File: src/rtl/alu_result_stage.sv
// rtl/alu_result_stage.sv - EX->WB ALU result buffer: 2-entry FIFO with writeback/branch conversion.
// Optional pop statistics counters enabled by ALU_RESULT_STAGE_STATS_EN.
`ifndef ALU_DATA_WIDTH
`define ALU_DATA_WIDTH 32
`endif
`ifndef ALU_CONTROL_WIDTH
`define ALU_CONTROL_WIDTH 4
`endif
`ifndef ALU_LT
`define ALU_LT 4'd7
`endif
`ifndef ALU_SUB
`define ALU_SUB 4'd6
`endif

module alu_result_stage #(
    parameter int                    DATA_WIDTH = `ALU_DATA_WIDTH,
    parameter int                    CTRL_WIDTH = `ALU_CONTROL_WIDTH,
    parameter logic [CTRL_WIDTH-1:0] LT_CODE    = `ALU_LT,
    parameter logic [CTRL_WIDTH-1:0] SUB_CODE   = `ALU_SUB
) (
    input  logic                  clk,
    input  logic                  rst_n,
    input  logic                  flush,
    input  logic                  in_valid,
    output logic                  in_ready,
    input  logic [DATA_WIDTH-1:0] alu_data,
    input  logic                  alu_zero,
    input  logic [CTRL_WIDTH-1:0] alu_ctrl,
    input  logic [4:0]            rd,
    input  logic                  reg_write,
    input  logic [1:0]            br_type,
    output logic                  out_valid,
    input  logic                  out_ready,
    output logic [DATA_WIDTH-1:0] wb_data,
    output logic [4:0]            wb_rd,
    output logic                  wb_en,
`ifdef ALU_RESULT_STAGE_STATS_EN
    output logic [31:0]           stat_ops,
    output logic [31:0]           stat_taken,
`endif
    output logic                  br_taken
);

    typedef struct packed {
        logic [DATA_WIDTH-1:0] data;
        logic [4:0]            rd;
        logic                  en;
        logic                  br;
    } entry_t;

    entry_t     mem_q [2];
    entry_t     mem_d [2];
    entry_t     new_entry;
    entry_t     head;
    logic       rptr_q, rptr_d;
    logic       wptr_q, wptr_d;
    logic [1:0] count_q, count_d;
    logic       push, pop;

    assign in_ready  = (count_q != 2'd2);
    assign out_valid = (count_q != 2'd0);
    assign push      = in_valid && in_ready && !flush;
    assign pop       = out_valid && out_ready && !flush;

    // The ALU LT op yields 0 when a<b, so invert bit 0 to get standard SLT.
    always_comb begin
        new_entry      = '0;
        new_entry.data = (alu_ctrl == LT_CODE) ? {{(DATA_WIDTH-1){1'b0}}, ~alu_data[0]} : alu_data;
        new_entry.rd   = rd;
        new_entry.en   = reg_write && (rd != 5'd0);
        case (br_type)
            2'b01:   new_entry.br = (alu_ctrl == SUB_CODE) && alu_zero;
            2'b10:   new_entry.br = (alu_ctrl == SUB_CODE) && !alu_zero;
            2'b11:   new_entry.br = (alu_ctrl == LT_CODE) && !alu_data[0];
            default: new_entry.br = 1'b0;
        endcase
    end

    always_comb begin
        mem_d   = mem_q;
        rptr_d  = rptr_q;
        wptr_d  = wptr_q;
        count_d = count_q;
        if (flush) begin
            rptr_d  = 1'b0;
            wptr_d  = 1'b0;
            count_d = 2'd0;
        end else begin
            if (push) begin
                mem_d[wptr_q] = new_entry;
                wptr_d        = ~wptr_q;
            end
            if (pop) begin
                rptr_d = ~rptr_q;
            end
            count_d = count_q + {1'b0, push} - {1'b0, pop};
        end
    end

    always_ff @(posedge clk or negedge rst_n) begin
        if (!rst_n) begin
            rptr_q  <= 1'b0;
            wptr_q  <= 1'b0;
            count_q <= 2'd0;
        end else begin
            rptr_q  <= rptr_d;
            wptr_q  <= wptr_d;
            count_q <= count_d;
        end
    end

    // Entry storage needs no reset; outputs are masked while empty.
    always_ff @(posedge clk) begin
        mem_q <= mem_d;
    end

    assign head     = mem_q[rptr_q];
    assign wb_data  = out_valid ? head.data : '0;
    assign wb_rd    = out_valid ? head.rd   : 5'd0;
    assign wb_en    = out_valid && head.en;
    assign br_taken = out_valid && head.br;

`ifdef ALU_RESULT_STAGE_STATS_EN
    logic [31:0] stat_ops_q, stat_ops_d;
    logic [31:0] stat_taken_q, stat_taken_d;

    always_comb begin
        stat_ops_d   = stat_ops_q;
        stat_taken_d = stat_taken_q;
        if (pop) begin
            stat_ops_d = stat_ops_q + 32'd1;
            if (head.br) begin
                stat_taken_d = stat_taken_q + 32'd1;
            end
        end
    end

    always_ff @(posedge clk or negedge rst_n) begin
        if (!rst_n) begin
            stat_ops_q   <= 32'd0;
            stat_taken_q <= 32'd0;
        end else begin
            stat_ops_q   <= stat_ops_d;
            stat_taken_q <= stat_taken_d;
        end
    end

    assign stat_ops   = stat_ops_q;
    assign stat_taken = stat_taken_q;
`endif

endmodule

File: config.mk
export PLATFORM = sky130hd
export DESIGN_NAME = alu_result_stage
export DESIGN_NICKNAME = d
export VERILOG_FILES = /design/src/rtl/alu_result_stage.sv
export SDC_FILE = /design/constraint.sdc
export NUM_CORES = 1
export LEC_CHECK = 0
export BUFFER_PORTS_ARGS = -buffer_cell sky130_fd_sc_hd__clkbuf_2
export CAP_MARGIN = 10
export CORE_MARGIN = 4
export CORE_UTILIZATION = 50
export DETAILED_ROUTE_END_ITERATION = 10
export GPL_TIMING_DRIVEN = 1
export PLACE_DENSITY = 0.76
export SLEW_MARGIN = 20
export SYNTH_ARGS = -nofsm -noshare
export SYNTH_HDL_FRONTEND = slang
export SYNTH_SLANG_ARGS = --single-unit
File: constraint.sdc
create_clock -name clk -period 3.85 [get_ports clk]
set_input_delay 0.5775 -clock clk [delete_from_list [all_inputs] [get_ports clk]]
set_output_delay 0.5775 -clock clk [all_outputs]
set_load 0.005 [all_outputs]
==> results of run 1 <==
==> cell type report <==
| type | instances | area, sq um | share of cell area |
|---|---|---|---|
| clock inverters | 5 | 80.1 | 0.0187 |
| flip-flops and latches | 82 | 2450 | 0.571 |
| clock buffers | 10 | 128 | 0.0298 |
| multi-input cells | 140 | 980 | 0.229 |
| inverters | 8 | 30.0 | 0.00701 |
| repair buffers | 92 | 498 | 0.116 |
| well taps | 96 | 120 | 0.0281 |
==> registers in the layout (all words and copies together) (netlist names) <==
name,count
count_q,2
mem_q,78
rptr_q,1
wptr_q,1
==> layer usage <==
metal  up-vias  global-route usage  share of wire
li1       1033                   -              -
met1      1003               0.202           0.44
met2        74               0.250           0.48
met3         6              0.0492          0.068
met4         0              0.0528          0.012
met5         -                   0              0
==> cells in the mapped netlist (all sizes together) <==
master,number
nand2,2
xor2,3
nand2b,1
o21a,1
a21oi,1
mux2i,39
nor3b,1
nor2,45
buf,10
a21o,1
and3b,1
ha,6
nor2b,1
edfxtp,78
xnor2,1
dfrtp,4
nand3,2
and2,31
o21ai,1
inv,8
clkbuf,2
nand3b,2
or4,1
==> through the flow <==
step	setup slack (ns)	util	power, W	cell area (sq um)	std cells
detailed placement	1.49	0.592	0.00151	4020	416
CTS	1.18	0.623	0.00215	4230	431
floorplan	0.991	-	0.00134	3500	242
global route	1.22	0.630	0.00224	4280	433
finish	1.44	0.630	0.00213	4280	433
global placement	1.55	0.592	0.00150	4020	416
==> worst paths after layout <==
kind	start	end	slack (ns)	cells past startpoint
max in group asynchronous	rst_n	rptr_q$_DFFE_PN0P_	3.68	1
min reg2reg	wptr_q$_DFFE_PN0P_	wptr_q$_DFFE_PN0P_	0.69	3
max reg2reg	count_q[0]$_DFF_PN0_	count_q[1]$_DFF_PN0_	1.92	8
min	rst_n	count_q[0]$_DFF_PN0_	0.03	1
max	count_q[1]$_DFF_PN0_	wb_data[14]	1.44	3
min in group clk	rd[4]	mem_q[6]$_DFFE_PP_	0.45	1
==> kinds of logic (layout without fill, tap and decap cells) <==
logic type                 after synthesis  after routing  synth area share
AOI/OAI and AO/OA                        4              4           0.00715
xor gates and xnor gates                 4              4            0.0100
and+or+nand+nor                         87             87             0.123
buffers and inverters                   20            115            0.0286
DFF                                     82             82             0.698
adders and majority gates                6              6            0.0215
muxes                                   39             39             0.112
==> worst max-delay path, cell delays in order (launching register included) <==
cell      delay (ns)
dfrtp_1         0.44
nor2_4          0.72
nor2_1          0.15
clkbuf_2        0.16
==> power by group <==
group | internal [W] | switching [W] | total [W]
registers | 0.00104 | 0.0000577 | 0.00109
clock network | 0.000360 | 0.000284 | 0.000644
logic | 0.000189 | 0.000199 | 0.000387
total | 0.00159 | 0.000540 | 0.00213
==> metrics, run 1 <==
status=finished, final reports clean; Starting Density=0.515; Fillers=532; Critical Path Source Type=flip-flop; Routed Antenna Nets=0; post-synthesis cell type count=24; IO Port Bufs=90; die height=91.7 microns; Post-CTS Setup Bufs=0; first-pass GRT wire length=10.0 mm; vias per cell=4.89; synth top area cells=edfxtp_1, mux2i_1, and2_1; layout cells sized above 1=0.326; CP arrival=1.84 ns; HPWL after DPL=4.13 mm; CTS tree=yes; Mapped Cells=242; total of warnings raised by yosys=0; Post-route DRC=0; # diodes=0; number of global-route vias before repair=2097; most frequent cells in the layout=clkbuf_2, edfxtp_1, nor2_1; WP data required=3.27 ns; grt ovf=0; Worst-Margin Slew=0.904 ns; post-synth net total=298; via count=2116; Crit. End Element=output port; Final Setup Violations=0; final max-slew violation count=0; hold-fix buffers at CTS=0; Post-Syn Area=3500 sq um; area grow syn2layout=22.3%; RSZ-0062 raised after global routing=false; DRT Pass-1 Iters=4; Die ar.=8400 sq um; maximum capacitance violations=0; initial drt markers=39; die width=91.7 microns; post-CTS sizing=0; Fin. Hold Viols=0; commonest non-fill, non-tap cell in the layout=clkbuf_2; Max VDD drop=0.000311 V; Ports=91; fin crit share=0.627; fmax=414 MHz; Global Route Usage Sum=0.156; clock sink total=82; row count=30; Min-Delay Path Class=input pin to asynchronous set/reset pin; area share of the largest cell type after synthesis=0.669; Seq/Total Area, Yosys=0.698; core box area=6790 sq um; dominant cell type by area after synthesis=edfxtp_1; drt wl/cell=14.3 microns; TritonCTS buffer count=9; #FFs+latches synth=82; Clock Latency Late Sink=0.34 ns; Worst Path Max Fanout=40; gp weighted congestion=0.714; CTS root buf=clkbuf_8; Final #Nets=389; synthesized area per cell=14.5 sq um; WS Path Type=flip-flop to output port; H-tree levels=3; Leakage=1.68 nW; pwr dens=497 nW/um^2; initial antenna violation count=0; Rel. slew slack=0.396; maximum buffer depth of the clock tree=2; drt total wl=6.20 mm; min Tclk post-route=2.41 ns; setup tns final=0 ns; Worst Clk Skew=0.00636 ns; Worst-path clk slew=0.08 ns; Hold Slack=0.0270 ns; largest net degree at the start of global routing=41
Power figures use the tool's default switching activity.
==> run 2: changes to the inputs <==
clock period = 2.4 ns   (was 3.85 ns; I/O delays follow)
==> metrics, run 2 (synthesis results as in run 1) <==
status=finished, final reports clean (unchanged); Logic pwr share=0.207 (was 0.182); pwr dens=797 nW/um^2 (was 497 nW/um^2); commonest non-fill, non-tap cell in the layout=clkbuf_2 (unchanged); Routed Antenna Nets=0 (unchanged); die height=91.7 microns (unchanged); # diodes=0 (unchanged); R2R depth=8 (unchanged); switching power share of the total=0.258 (was 0.254); initial drt markers=61 (was 39); most frequent cells in the layout=clkbuf_2, edfxtp_1, nor2_1 (unchanged); Post-CTS Setup Bufs=0 (unchanged); CTS tree=yes (unchanged); net switching power figure=0.000887 W (was 0.000540 W); most frequent CP cell=ha_1; drt wl/cell=14.4 microns (was 14.3 microns); largest register by flop count=mem_q (unchanged); fin crit share=0.819; maximum buffer depth of the clock tree=2 (unchanged); core box area=6790 sq um (unchanged); largest stage delay on the critical path=0.42 ns (was 0.72 ns); first-pass GRT wire length=10.3 mm (was 10.0 mm); WP data required=2.62 ns (was 3.27 ns); CP arrival=2.18 ns (was 1.84 ns); row count=30 (unchanged); largest net degree at the start of global routing=41 (unchanged); vias per cell=4.85 (was 4.89); min Tclk post-route=1.97 ns; post-CTS sizing=0 (unchanged); critical-path cell list=nand2b_1 > nand3b_1 > ha_1 > inv_1 > ha_1 > xor2_1 > xnor2_1 > nor2_1 (was nor2_4 > nor2_1 > clkbuf_2); number of global-route vias before repair=2189 (was 2097); Final #Nets=395 (was 389); Rel. slew slack=0.705 (was 0.396); Worst Path Max Fanout=4 (was 40); Global Route Usage Sum=0.159 (was 0.156); Worst Clk Skew=0.00633 ns (was 0.00636 ns); hold-fix buffers at CTS=1 (was 0); RR Endpoint=count_q[1]$_DFF_PN0_ (unchanged); Post-DP Area=4100 sq um (was 4020 sq um); gp weighted congestion=0.765 (was 0.714); area grow syn2layout=23.4% (was 22.3%); Worst-path clk slew=0.07 ns (was 0.08 ns); sink of the worst hold path=mem_q[5]$_DFFE_PP_; IO Port Bufs=90 (unchanged); WS Path Type=flip-flop to flip-flop (was flip-flop to output port); Clk network pwr share=0.302 (was 0.303); Post-route DRC=0 (unchanged); TritonCTS buffer count=9 (unchanged); Hold Path Origin=rd[3]; grt ovf=0 (unchanged); fmax=509 MHz; layout cells sized above 1=0.335 (was 0.326); WHS Path Cells=1; final max-slew violation count=0 (unchanged); maximum capacitance violations=0 (unchanged); worst reg2reg path startpoint=count_q[0]$_DFF_PN0_ (unchanged); initial antenna violation count=0 (unchanged); DRT Pass-1 Iters=4 (unchanged); Largest register FFs=78 (unchanged); Starting Density=0.515 (unchanged); Crit. End Element=flip-flop (was output port); Hold Slack=0.234 ns (was 0.0270 ns); Fin. Hold Viols=0 (unchanged); Worst path slowest cell=dfrtp_1 (was nor2_4); drt total wl=6.33 mm (was 6.20 mm); Clock Latency Late Sink=0.33 ns (was 0.34 ns); Critical Path Source Type=flip-flop (unchanged); H-tree levels=3 (unchanged); Leakage=1.70 nW (was 1.68 nW); Pint=0.00256 W (was 0.00159 W); Seq pwr share=0.491 (was 0.515); Ports=91 (unchanged); Regs by FF count=mem_q (78), count_q (2) (unchanged); via count=2130 (was 2116); RSZ-0062 raised after global routing=false (unchanged); Min-Delay Path Class=input pin to flip-flop (was input pin to asynchronous set/reset pin); Die ar.=8400 sq um (unchanged); HPWL after DPL=4.19 mm (was 4.13 mm); CTS root buf=clkbuf_8 (unchanged); reg2reg setup slack=0.43 ns (was 1.92 ns); Final Setup Violations=0 (unchanged); die width=91.7 microns (unchanged); Fillers=530 (was 532); clock sink total=82 (unchanged); Worst-Margin Slew=0.442 ns (was 0.904 ns); Design Area, Final=4320 sq um (was 4280 sq um); Max VDD drop=0.000415 V (was 0.000311 V)
[run 2: cell types whose count changed in the layout (fill, tap and decap cells not counted), sizes merged]
cell	before	now
dlygate4sd3	0	1
buf	2	7
[run 2: power by group through the flow]
stage          Sequential, W  Clock (W)  Combinational [W]
2_1_floorplan        0.00172          0           0.000436
3_3_place_gp         0.00172          0           0.000712
3_5_place_dp         0.00172          0           0.000722
4_1_cts              0.00169    0.00106           0.000727
5_1_grt              0.00170    0.00113           0.000794
6_report             0.00169    0.00104           0.000713
[run 2: critical path: cells and delay by family (launching register included)]
kind          cells  cell delay [ns]
xor+xnor          2             0.32
fa+ha+maj         2             0.52
buf+inv           1             0.06
flops             1             0.42
simple gates      3             0.52
[run 2: cell type report]
class / count / area [sq um] / area share
Clock inverter: 5 / 80.1 / 0.0185
Sequential cell: 82 / 2440 / 0.566
Inverter: 8 / 30.0 / 0.00695
Clock buffer: 10 / 128 / 0.0295
Timing Repair Buffer: 98 / 538 / 0.125
Tap cell: 96 / 120 / 0.0278
Multi-Input combinational cell: 140 / 980 / 0.227
[run 2: how the worst max path moves through the flow]
stage | to | slack [ns] | from
2_1_floorplan | mem_q[0]$_DFFE_PP_ | -0.36 | count_q[1]$_DFF_PN0_
3_3_place_gp | count_q[1]$_DFF_PN0_ | 0.59 | count_q[0]$_DFF_PN0_
3_5_place_dp | count_q[1]$_DFF_PN0_ | 0.44 | count_q[0]$_DFF_PN0_
4_1_cts | count_q[1]$_DFF_PN0_ | 0.41 | count_q[0]$_DFF_PN0_
5_1_grt | count_q[1]$_DFF_PN0_ | 0.24 | count_q[0]$_DFF_PN0_
6_report | count_q[1]$_DFF_PN0_ | 0.43 | count_q[0]$_DFF_PN0_
[run 2: routing by layer]
layer  up-vias  track usage  routed length, microns
met1      1002        0.204                    2730
met3         7       0.0361                     468
met2        78        0.261                    3060
met4         0       0.0641                      67
li1       1043            -                       -
met5         -            0                       0
[run 2: metrics by stage]
| step | setup slack, ns | total power, W | TNS, ns | utilization | cells |
|---|---|---|---|---|---|
| finish | 0.435 | 0.00344 | 0 | 0.636 | 439 |
| global placement | 0.593 | 0.00243 | 0 | 0.604 | 423 |
| floorplan | -0.361 | 0.00215 | -28.15 | - | 242 |
| global route | 0.236 | 0.00362 | 0 | 0.636 | 439 |
| CTS | 0.414 | 0.00348 | 0 | 0.636 | 439 |
| detailed placement | 0.444 | 0.00245 | 0 | 0.604 | 423 |
==> run 3: changes to the inputs <==
clock period = 2.05 ns   (was 2.4 ns; I/O delays follow)
==> metrics, run 3 (synthesis results as in run 1) <==
die height=91.7 microns (unchanged); pwr dens=933 nW/um^2 (was 797 nW/um^2); clock sink total=82 (unchanged); Pint=0.00302 W (was 0.00256 W); row count=30 (unchanged); core box area=6790 sq um (unchanged); crit path setup slack, layout=0.281 ns (was 0.435 ns); largest net degree at the start of global routing=41 (unchanged); maximum buffer depth of the clock tree=2 (unchanged); Clock Latency Late Sink=0.34 ns (was 0.33 ns); Rel. slew slack=0.811 (was 0.705); first-pass GRT wire length=10.0 mm (was 10.3 mm); grt ovf=0 (unchanged); Place WS=0.310 ns (was 0.444 ns); commonest non-fill, non-tap cell in the layout=clkbuf_2 (unchanged); Global Route Usage Sum=0.153 (was 0.159); Fillers=523 (was 530); Clk network pwr share=0.300 (was 0.302); HPWL after DPL=4.01 mm (was 4.19 mm); Leakage=1.72 nW (was 1.70 nW); largest register by flop count=mem_q (unchanged); drt wl/cell=14.1 microns (was 14.4 microns); Fin. Hold Viols=0 (unchanged); drt total wl=6.22 mm (was 6.33 mm); Seq pwr share=0.488 (was 0.491); min Tclk post-route=1.77 ns; post-CTS sizing=0 (unchanged); layout cells sized above 1=0.334 (was 0.335); Largest register FFs=78 (unchanged); IO Port Bufs=90 (unchanged); CP arrival=1.46 ns (was 2.18 ns); reg2reg setup slack=0.28 ns (was 0.43 ns); WP data required=1.74 ns (was 2.62 ns); Critical Path Source Type=flip-flop (unchanged); via count=2134 (was 2130); die width=91.7 microns (unchanged); TritonCTS buffer count=9 (unchanged); maximum capacitance violations=0 (unchanged); R2R depth=8 (unchanged); vias per cell=4.85 (about the same); utilization after layout=0.640 (was 0.636); Ports=91 (unchanged); Routed Antenna Nets=0 (unchanged); RR Endpoint=count_q[1]$_DFF_PN0_ (unchanged); worst reg2reg path startpoint=count_q[1]$_DFF_PN0_ (was count_q[0]$_DFF_PN0_); Worst Path Max Fanout=40 (was 4); Final #Nets=395 (unchanged); fmax=565 MHz; Regs by FF count=mem_q (78), count_q (2) (unchanged); Hold Slack=0.181 ns (was 0.234 ns); initial drt markers=66 (was 61); gp weighted congestion=0.782 (was 0.765); DRT Pass-1 Iters=4 (unchanged); Post-DP Area=4130 sq um (was 4100 sq um); fin crit share=0.863; RSZ-0062 raised after global routing=false (unchanged); Worst-Margin Slew=0.281 ns (was 0.442 ns); Post-CTS Setup Bufs=0 (unchanged); Starting Density=0.515 (unchanged); Min-Delay Path Class=input pin to flip-flop (unchanged); WHS Path Cells=1 (unchanged); Die ar.=8400 sq um (unchanged); net switching power figure=0.00104 W (was 0.000887 W); Worst-path clk slew=0.08 ns (was 0.07 ns); area grow syn2layout=24.2% (was 23.4%); Crit. End Element=output port (was flip-flop); WS Path Type=flip-flop to output port (was flip-flop to flip-flop); Power Total=0.00405 W (was 0.00344 W); sink of the worst hold path=mem_q[44]$_DFFE_PP_ (was mem_q[5]$_DFFE_PP_); Logic pwr share=0.211 (was 0.207); most frequent cells in the layout=clkbuf_2, edfxtp_1, nor2_1 (unchanged); switching power share of the total=0.255 (was 0.258); final max-slew violation count=0 (unchanged); Hold Path Origin=rd[3] (unchanged); Post-route DRC=0 (unchanged); status=finished, final reports clean (unchanged); Max VDD drop=0.000505 V (was 0.000415 V); CTS tree=yes (unchanged); area of the multi-input gates=980 sq um (unchanged); number of global-route vias before repair=2155 (was 2189); initial antenna violation count=0 (unchanged); # diodes=0 (unchanged); H-tree levels=3 (unchanged); Sequential Area=2440 sq um (unchanged); Final Setup Violations=0 (unchanged); Worst Clk Skew=0.00525 ns (was 0.00633 ns); CTS root buf=clkbuf_8 (unchanged); hold-fix buffers at CTS=1 (unchanged); Design Area, Final=4350 sq um (was 4320 sq um)
run 3: cell count changes in the layout (fill, tap and decap cells not counted):
cell	before	now
buf_4	5	3
clkinv_1	0	1
clkinv_2	1	2
clkinvlp_4	2	1
buf_12	2	4
run 3: how the worst max path moves through the flow:
stage                     slack [ns]              endpoint                 start  cells after the start
after floorplan                -0.09   mem_q[39]$_DFFE_PP_  count_q[1]$_DFF_PN0_                      3
after global placement          0.37  count_q[1]$_DFF_PN0_  count_q[1]$_DFF_PN0_                      8
after detailed placement        0.31  count_q[1]$_DFF_PN0_  count_q[1]$_DFF_PN0_                      8
after CTS                       0.25           wb_data[15]    rptr_q$_DFFE_PN0P_                      4
after global routing            0.14  count_q[1]$_DFF_PN0_  count_q[1]$_DFF_PN0_                      8
final                           0.28           wb_data[15]    rptr_q$_DFFE_PN0P_                      4
run 3: critical path: stages (launching register included):
cell and delay [ns]:
dfrtp_2 0.38, buf_12 0.27, mux2i_1 0.25, nor2_1 0.08, clkbuf_2 0.12
run 3: layout make-up:
class,instances,share of cell area
multi-input combinational,140,0.225
timing repair buffer,98,0.130
tap,96,0.0276
clock inverter,6,0.0187
inverter,8,0.00691
sequential,82,0.562
clock buffer,10,0.0294
run 3: power groups by stage:
stage / clock (W) / sequential (W) / combinational (W)
4_1_cts: 0.00124 / 0.00198 / 0.000877
3_5_place_dp: 0 / 0.00202 / 0.000871
5_1_grt: 0.00131 / 0.00199 / 0.000955
3_3_place_gp: 0 / 0.00201 / 0.000861
2_1_floorplan: 0 / 0.00201 / 0.000512
6_report: 0.00122 / 0.00198 / 0.000856
run 3: metrics by stage:
| step | setup TNS, ns | cells |
|---|---|---|
| final | 0 | 440 |
| after detailed placement | 0 | 423 |
| after global placement | 0 | 423 |
| after floorplan | -7.24 | 242 |
| after CTS | 0 | 440 |
| after global routing | 0 | 440 |
run 3: layer usage:
layer	global-route usage	part of all wire	up-vias
met1	0.197	0.45	1007
met4	0.0678	0.010	0
met3	0.0345	0.064	9
li1	-	-	1045
met5	0	0	-
met2	0.248	0.48	73
